==> config.mk <==
export PLATFORM = sky130hd
export DESIGN_NAME = rs_block_arbiter
export DESIGN_NICKNAME = d
export VERILOG_FILES = /design/src/rtl/rs_block_arbiter.sv
export SDC_FILE = /design/constraint.sdc
export NUM_CORES = 1
export LEC_CHECK = 0
export BUFFER_PORTS_ARGS = -buffer_cell sky130_fd_sc_hd__buf_2
export CORE_MARGIN = 3
export CORE_UTILIZATION = 46
export CTS_CLUSTER_DIAMETER = 120
export DETAILED_ROUTE_END_ITERATION = 12
export PLACE_DENSITY = 0.83
export SYNTH_ARGS = -nofsm -noshare
export SYNTH_HDL_FRONTEND = slang
export SYNTH_SLANG_ARGS = --single-unit
==> constraint.sdc <==
create_clock -name clk -period 2.1 [get_ports clk]
set_input_delay 0.63 -clock clk [delete_from_list [all_inputs] [get_ports clk]]
set_output_delay 0.63 -clock clk [all_outputs]
set_load 0.02 [all_outputs]
==> src/rtl/rs_block_arbiter.sv <==
// Round-robin arbiter that packs per-source byte streams into fixed-length
// RS message blocks. Short messages are padded with PAD_BYTE and overlong
// messages are cut at BLOCK_LEN, with len_err pulsing on either violation.
module rs_block_arbiter #(
    parameter int         NUM_SRC   = 2,
    parameter int         BLOCK_LEN = 223,
    parameter logic [7:0] PAD_BYTE  = 8'h00
) (
    input  logic                                       clk,
    input  logic                                       rst,
    input  logic                                       tx_en,
    input  logic [NUM_SRC-1:0]                         s_axis_valid,
    output logic [NUM_SRC-1:0]                         s_axis_ready,
    input  logic [8*NUM_SRC-1:0]                       s_axis_data,
    input  logic [NUM_SRC-1:0]                         s_axis_last,
    output logic                                       m_axis_valid,
    input  logic                                       m_axis_ready,
    output logic [7:0]                                 m_axis_data,
    output logic                                       m_axis_last,
    output logic [((NUM_SRC > 1) ? $clog2(NUM_SRC) : 1)-1:0] grant_id,
    output logic                                       busy,
    output logic                                       len_err,
    output logic [15:0]                                blk_count
);

    localparam int GW = (NUM_SRC > 1) ? $clog2(NUM_SRC) : 1;
    localparam int CW = (BLOCK_LEN > 1) ? $clog2(BLOCK_LEN) : 1;

    typedef enum logic [1:0] {IDLE, PASS, PAD} state_t;

    state_t        state, state_n;
    logic [CW-1:0] count, count_n;
    logic [GW-1:0] grant_n;
    logic [GW-1:0] last_grant, last_grant_n;
    logic [15:0]   blk_count_n;
    logic          len_err_n;

    logic [7:0]    src_bytes [NUM_SRC];
    logic          sel_valid, sel_last;
    logic [7:0]    sel_data;
    logic          at_end, hs;
    logic          found;
    logic [GW-1:0] pick, idx;

    for (genvar g = 0; g < NUM_SRC; g++) begin : g_unpack
        assign src_bytes[g] = s_axis_data[8*g +: 8];
    end

    // Round-robin search starting just above the previous block's owner
    always_comb begin
        found = 1'b0;
        pick  = '0;
        idx   = '0;
        for (int unsigned i = 1; i <= NUM_SRC; i++) begin
            idx = GW'((32'(last_grant) + i) % NUM_SRC);
            if (!found && s_axis_valid[idx]) begin
                found = 1'b1;
                pick  = idx;
            end
        end
    end

    // Output mux and next-state / datapath update
    always_comb begin
        sel_valid    = s_axis_valid[grant_id];
        sel_last     = s_axis_last[grant_id];
        sel_data     = src_bytes[grant_id];
        at_end       = (count == CW'(BLOCK_LEN - 1));

        s_axis_ready = '0;
        m_axis_valid = 1'b0;
        m_axis_data  = '0;
        m_axis_last  = 1'b0;
        busy         = (state != IDLE);

        case (state)
            PASS: begin
                m_axis_valid           = sel_valid;
                m_axis_data            = sel_data;
                m_axis_last            = at_end;
                s_axis_ready[grant_id] = m_axis_ready;
            end
            PAD: begin
                m_axis_valid = 1'b1;
                m_axis_data  = PAD_BYTE;
                m_axis_last  = at_end;
            end
            default: ;
        endcase

        hs = m_axis_valid & m_axis_ready;

        state_n      = state;
        count_n      = count;
        grant_n      = grant_id;
        last_grant_n = last_grant;
        blk_count_n  = blk_count;
        len_err_n    = 1'b0;

        case (state)
            IDLE: begin
                if (tx_en && found) begin
                    state_n = PASS;
                    grant_n = pick;
                    count_n = '0;
                end
            end
            PASS: begin
                if (hs) begin
                    if (at_end) begin
                        state_n      = IDLE;
                        last_grant_n = grant_id;
                        blk_count_n  = blk_count + 16'd1;
                        len_err_n    = !sel_last;
                    end else begin
                        count_n = count + 1'b1;
                        if (sel_last) begin
                            state_n   = PAD;
                            len_err_n = 1'b1;
                        end
                    end
                end
            end
            PAD: begin
                if (hs) begin
                    if (at_end) begin
                        state_n      = IDLE;
                        last_grant_n = grant_id;
                        blk_count_n  = blk_count + 16'd1;
                    end else begin
                        count_n = count + 1'b1;
                    end
                end
            end
            default: state_n = IDLE;
        endcase
    end

    // State and datapath registers; reset drops any partial block
    always_ff @(posedge clk) begin
        if (rst) begin
            state      <= IDLE;
            count      <= '0;
            grant_id   <= '0;
            last_grant <= GW'(NUM_SRC - 1);
            blk_count  <= '0;
            len_err    <= 1'b0;
        end else begin
            state      <= state_n;
            count      <= count_n;
            grant_id   <= grant_n;
            last_grant <= last_grant_n;
            blk_count  <= blk_count_n;
            len_err    <= len_err_n;
        end
    end

endmodule

[Word-level counts from Yosys, hierarchy flattened]
Index checks and enable logic that the tools add are counted.
Word-level totals
  output and inout bits: 31
  word-level logic and storage cells: 78
  input bits: 24
  register bits: 29
Cells by class
  bitwise operators: 5
  muxes and demuxes: 34
  reduce and logical (&&, ||, !) cells: 14
  add/sub/neg operators: 4
  order comparisons: 5
  eq/ne operators: 10
Operators with widths (count)
  $mux 8: 7
  $add 16x1->16 const B: 1
  $mux 1: 16
  $pmux 8 s2: 1
  $mux 2: 7
  $ne 2x2->1 const B: 5
  $add 8x1->8 const B: 1
  $eq 8x8->1 const B: 1
  $lt 1x2->1 const B: 3
  $pmux 2 s3: 1
  $reduce_and 5->1: 1
  $reduce_and 4->1: 1
  $reduce_bool 2->1: 2
  $logic_and 1x1->1: 3
  $ne 3x3->1 const B: 1
  $reduce_and 3->1: 1
  $reduce_or 3->1: 1
  $add 1x1->1 const B: 2
  $and 2x2->2: 1
  $eq 2x1->1 const B: 1
  $eq 2x2->1 const B: 1
  $ge 2x2->1 const B: 1
  $logic_not 1->1: 2
  $logic_not 2->1: 1
  other kinds (9): 10

[Longest topological paths before layout]
  depth after elaboration: 10
  mapped depth: 10

[Least setup slack after synthesis]
Ideal clock, no wire load.
  kind: reg-to-reg
  start: register grant_id
  end: register state[0]
  cell stages (with the launch flop): 8
  slack: -0.029 ns
  data required time: 2.030 ns
  buffers on the path: 2
  arrival time: 2.058 ns
  cells stage by stage: dfxtp_1 > buf_4 > clkbuf_1 > mux2i_1 > ha_1 > o21a_1 > or4b_1 > a21oi_1
Between the ends
  word-level cells in the longest chain between the ends: 6
  elaborated cells between the ends (all ways): 10
  classes of those cells: eq/ne (3); mux (5); bitwise (1); reduce/logical (1)
Ends and longest elaborated chain
  start, declared: line 20  | output logic [((NUM_SRC > 1) ? $clog2(NUM_SRC) : 1)-1:0] grant_id,
  start signal, assigned: line 151  | grant_id <= grant_n;
  $mux 1 (implied by the code) (2 in series): line 65  | sel_valid = s_axis_valid[grant_id];
  $pmux 1 s2: line 76  | case (state)
  $and 1x1->1: line 91  | hs = m_axis_valid & m_axis_ready;
  $ne 2x2->1 (no source line)
  $reduce_and 5->1 (no source line) (*)
  end signal, assigned: line 149  | state <= state_n;
  end, declared: line 31  | state_t state, state_n;
Every way passes the cells marked *; elsewhere a longest branch is shown, timed or not. The select of a mux whose other input is x is not followed.
A chain may end at the register's enable or synchronous reset.

[Final worst setup path]
  start: register state[0]
  end: output port m_axis_last
Between the ends
  word-level cells in the longest chain between the ends: 3
  elaborated cells between the ends (all ways): 4
  classes of those cells: eq/ne (2); mux (1); reduce/logical (1)
Ends and longest elaborated chain
  $eq 2x2->1 / $eq 2x1->1 (equally long branches): line 76
  $reduce_or 2->1 (no source line) (*)
  $mux 1 (*): line 76
  end, declared: line 19  | output logic m_axis_last,
Every way passes the cells marked *; elsewhere a longest branch is shown, timed or not.

==> results.cfg <==
[status]
status = complete, but fails checks
violations = setup timing

[floorplan]
die_h_microns = 67.4
ios = 55
core_area_sq_um = 3490
rows = 21
start_util_pct = 49.7
die_area_sq_um = 4550
die_w_microns = 67.4

[logic_synthesis]
yosysTopAreaCellShare_pct = 33.4
synthFlopType = dfxtp_1
synth_compound_area_share_pct = 17.9
synth_nets = 239
synthMuxAreaShare_pct = 6.05
ys_seq_area_share_pct = 33.4
yosysWarnings = 0
post-synth-top-count-cell = dfxtp_1
syn_area_per_cell_sq_um = 8.39
yosys.area_share.simple_pct = 28.2
synthCells = 207
synth_xor_xnor_area_share_pct = 4.03
synth_top_family_by_area = simple AND/OR/NAND/NOR gates
ys_seq_elements = 29
synth_area_sq_um = 1740
synthArstFlopShare_pct = 0
synthTopCellsByCount = dfxtp_1 (29), nand2_1 (17), a21oi_1 (15), nor2_1 (15)
synth_top_area_cell = dfxtp_1
synthDistinctLibCells = 46
synth_fa_ha_area_share_pct = 5.76
synth_area_leaders = dfxtp_1 (33%), ha_1 (5.8%), mux2i_1 (5.2%)
synth_edf_count = 0

[drt]
wl_mm = 4.89
antenna_left = 0
via_count = 1843
firstDrtPassIters = 4
avgViaCountPerCell = 5.64
drtIter0Drc = 178
drc = 0
wl_per_cell_microns = 14.9

[clocking]
cts_buffers = 5
htree_levels = 2
clock_latency_ps = 290
clk_pin_slew_ps = 70
postCtsHoldBufs = 0
cts.sinks = 29
cts-root-buf = clkbuf_8
cts.path.max_buffers = 2
cts_tree = built

[global_route]
grt_pass1_vias = 1679
grt_first_pass_wirelength_mm = 7.57
grt_usage_pct = 22.1
antenna_found_initial = 0
grt_max_degree = 18
overflow = 0

[placed_design]
globalplace.congestion = 0.879
io_buffers = 54
dp_cells = 311
dp_hpwl_mm = 3.31

[sta]
finalHoldViolations = 0
slew_viol_final = 0
setup_viol_count_final = 2
slew_headroom_pct = 70.6
setup_ws_ps = -21.6
tns_ps = -24.2
tightest_slew_ps = 440
period_share_pct = 101
finalCriticalPeriod_ps = 2120
fmax_mhz = 471
rsz0062_at_grt = true
clock_skew_ps = 8.34

[critical_path]
cp_max_fo = 5
critical_path_required_ps = 1470
worstSetupPathType = reg2out
r2r.worst_path.cells = 7
timing.rr.start = state[0]$_SDFFE_PP0P_
worstPathArrival_ps = 1490
worstSetupEndpointType = output port
startpoint = state[0]$_SDFFE_PP0P_
cp-start-kind = flop

[cells_and_area]
final_cells = 327
fillers = 268
drive_above_1_share_pct = 37.7
antenna_cells = 0
nets = 312
area_growth_pct = 36.0

[power]
finalPower_mw = 1.95
vdd_drop_max_uv = 612
leakagePower_nw = 1.04
power.density_nw_per_um2 = 825

[min_path]
hp-start = blk_count[15]$_SDFFE_PP0P_
min_path_type = reg2reg
hold_depth = 2

[run]
drv_cap = 0
[cell usage in the layout, fill, tap and decap left out, types with 6 or more instances in the layout]
cell type	Yosys	routed
buf_4	2	18
a21oi_1	15	15
nand2_1	17	17
dfxtp_1	29	24
or3_1	6	6
nor2_1	15	12
buf_2	0	51
nor2b_1	10	10
and3_1	8	8
mux2i_1	9	9
o21ai_0	11	11
nand3_1	11	11
[routing by layer]
metal  up-vias  track usage (%)  part of all wire, %
li1        896                -                    -
met1       873             26.4                   41
met2        62             37.4                   51
met3        12             4.83                  4.9
met4         0             10.4                  3.0
met5         -                0                    0
[sequential cells by signal, summed over array words and instances, names as in the netlist]
signal	flops
blk_count	16
last_grant	1
count	8
len_err	1
state	2
grant_id	1
[report_power, final]
part	leakage [nW]	internal, mW	total [mW]	switching [mW]
logic	0.756	0.392	0.906	0.513
clock network	0.0439	0.228	0.453	0.225
registers	0.236	0.572	0.590	0.0186
[cell type report]
type	count	area [sq um]	area share, %
inverters	9	40.0	1.69
multi-input cells	161	1140	48.4
clock buffers	5	68.8	2.91
flip-flops and latches	29	589	24.9
clock inverters	3	17.5	0.742
well taps	46	57.6	2.44
repair buffers	74	447	18.9
[metrics by stage]
| stage | area, sq um | setup slack, ps | util (%) | hold slack [ps] |
|---|---|---|---|---|
| after global placement | 2110 | 69.7 | 60.4 | 470 |
| after floorplan | 1740 | 0.784 | - | 440 |
| after global routing | 2360 | -95.0 | 67.6 | 510 |
| after detailed placement | 2110 | 6.05 | 60.4 | 476 |
| final | 2360 | -21.6 | 67.6 | 486 |
| after CTS | 2290 | -19.3 | 65.5 | 486 |
[repair_timing]
| action | 4_1_cts | 5_1_grt |
|---|---|---|
| pin swaps | 3 | 4 |
| resized for setup | 14 | 17 |
| endpoints found under the hold margin | 0 | 0 |
| setup endpoints to repair | 4 | 17 |
| setup buffers | 7 | 1 |
[critical path, cell delays in order, from the launching register on]
cell and delay, ps:
dfxtp_2 350, inv_2 60, ha_4 270, buf_6 110
clkinvlp_4 140, nor2_4 150, buf_6 120
[cells by family after synthesis]
logic type	count (synthesis)
AOI/OAI and AO/OA	46
xor gates and xnor gates	8
adders and majority gates	8
buffers and inverters	17
DFF	29
muxes	10
and+or+nand+nor	89
[path summary, 6_finish.rpt]
kind | end | slack [ps]
min | blk_count[15]$_SDFFE_PP0P_ | 490
max reg2reg | state[0]$_SDFFE_PP0P_ | 30
min reg2reg | blk_count[15]$_SDFFE_PP0P_ | 490
max | m_axis_last | -20
No activity file was read; power rests on OpenSTA's default activity.
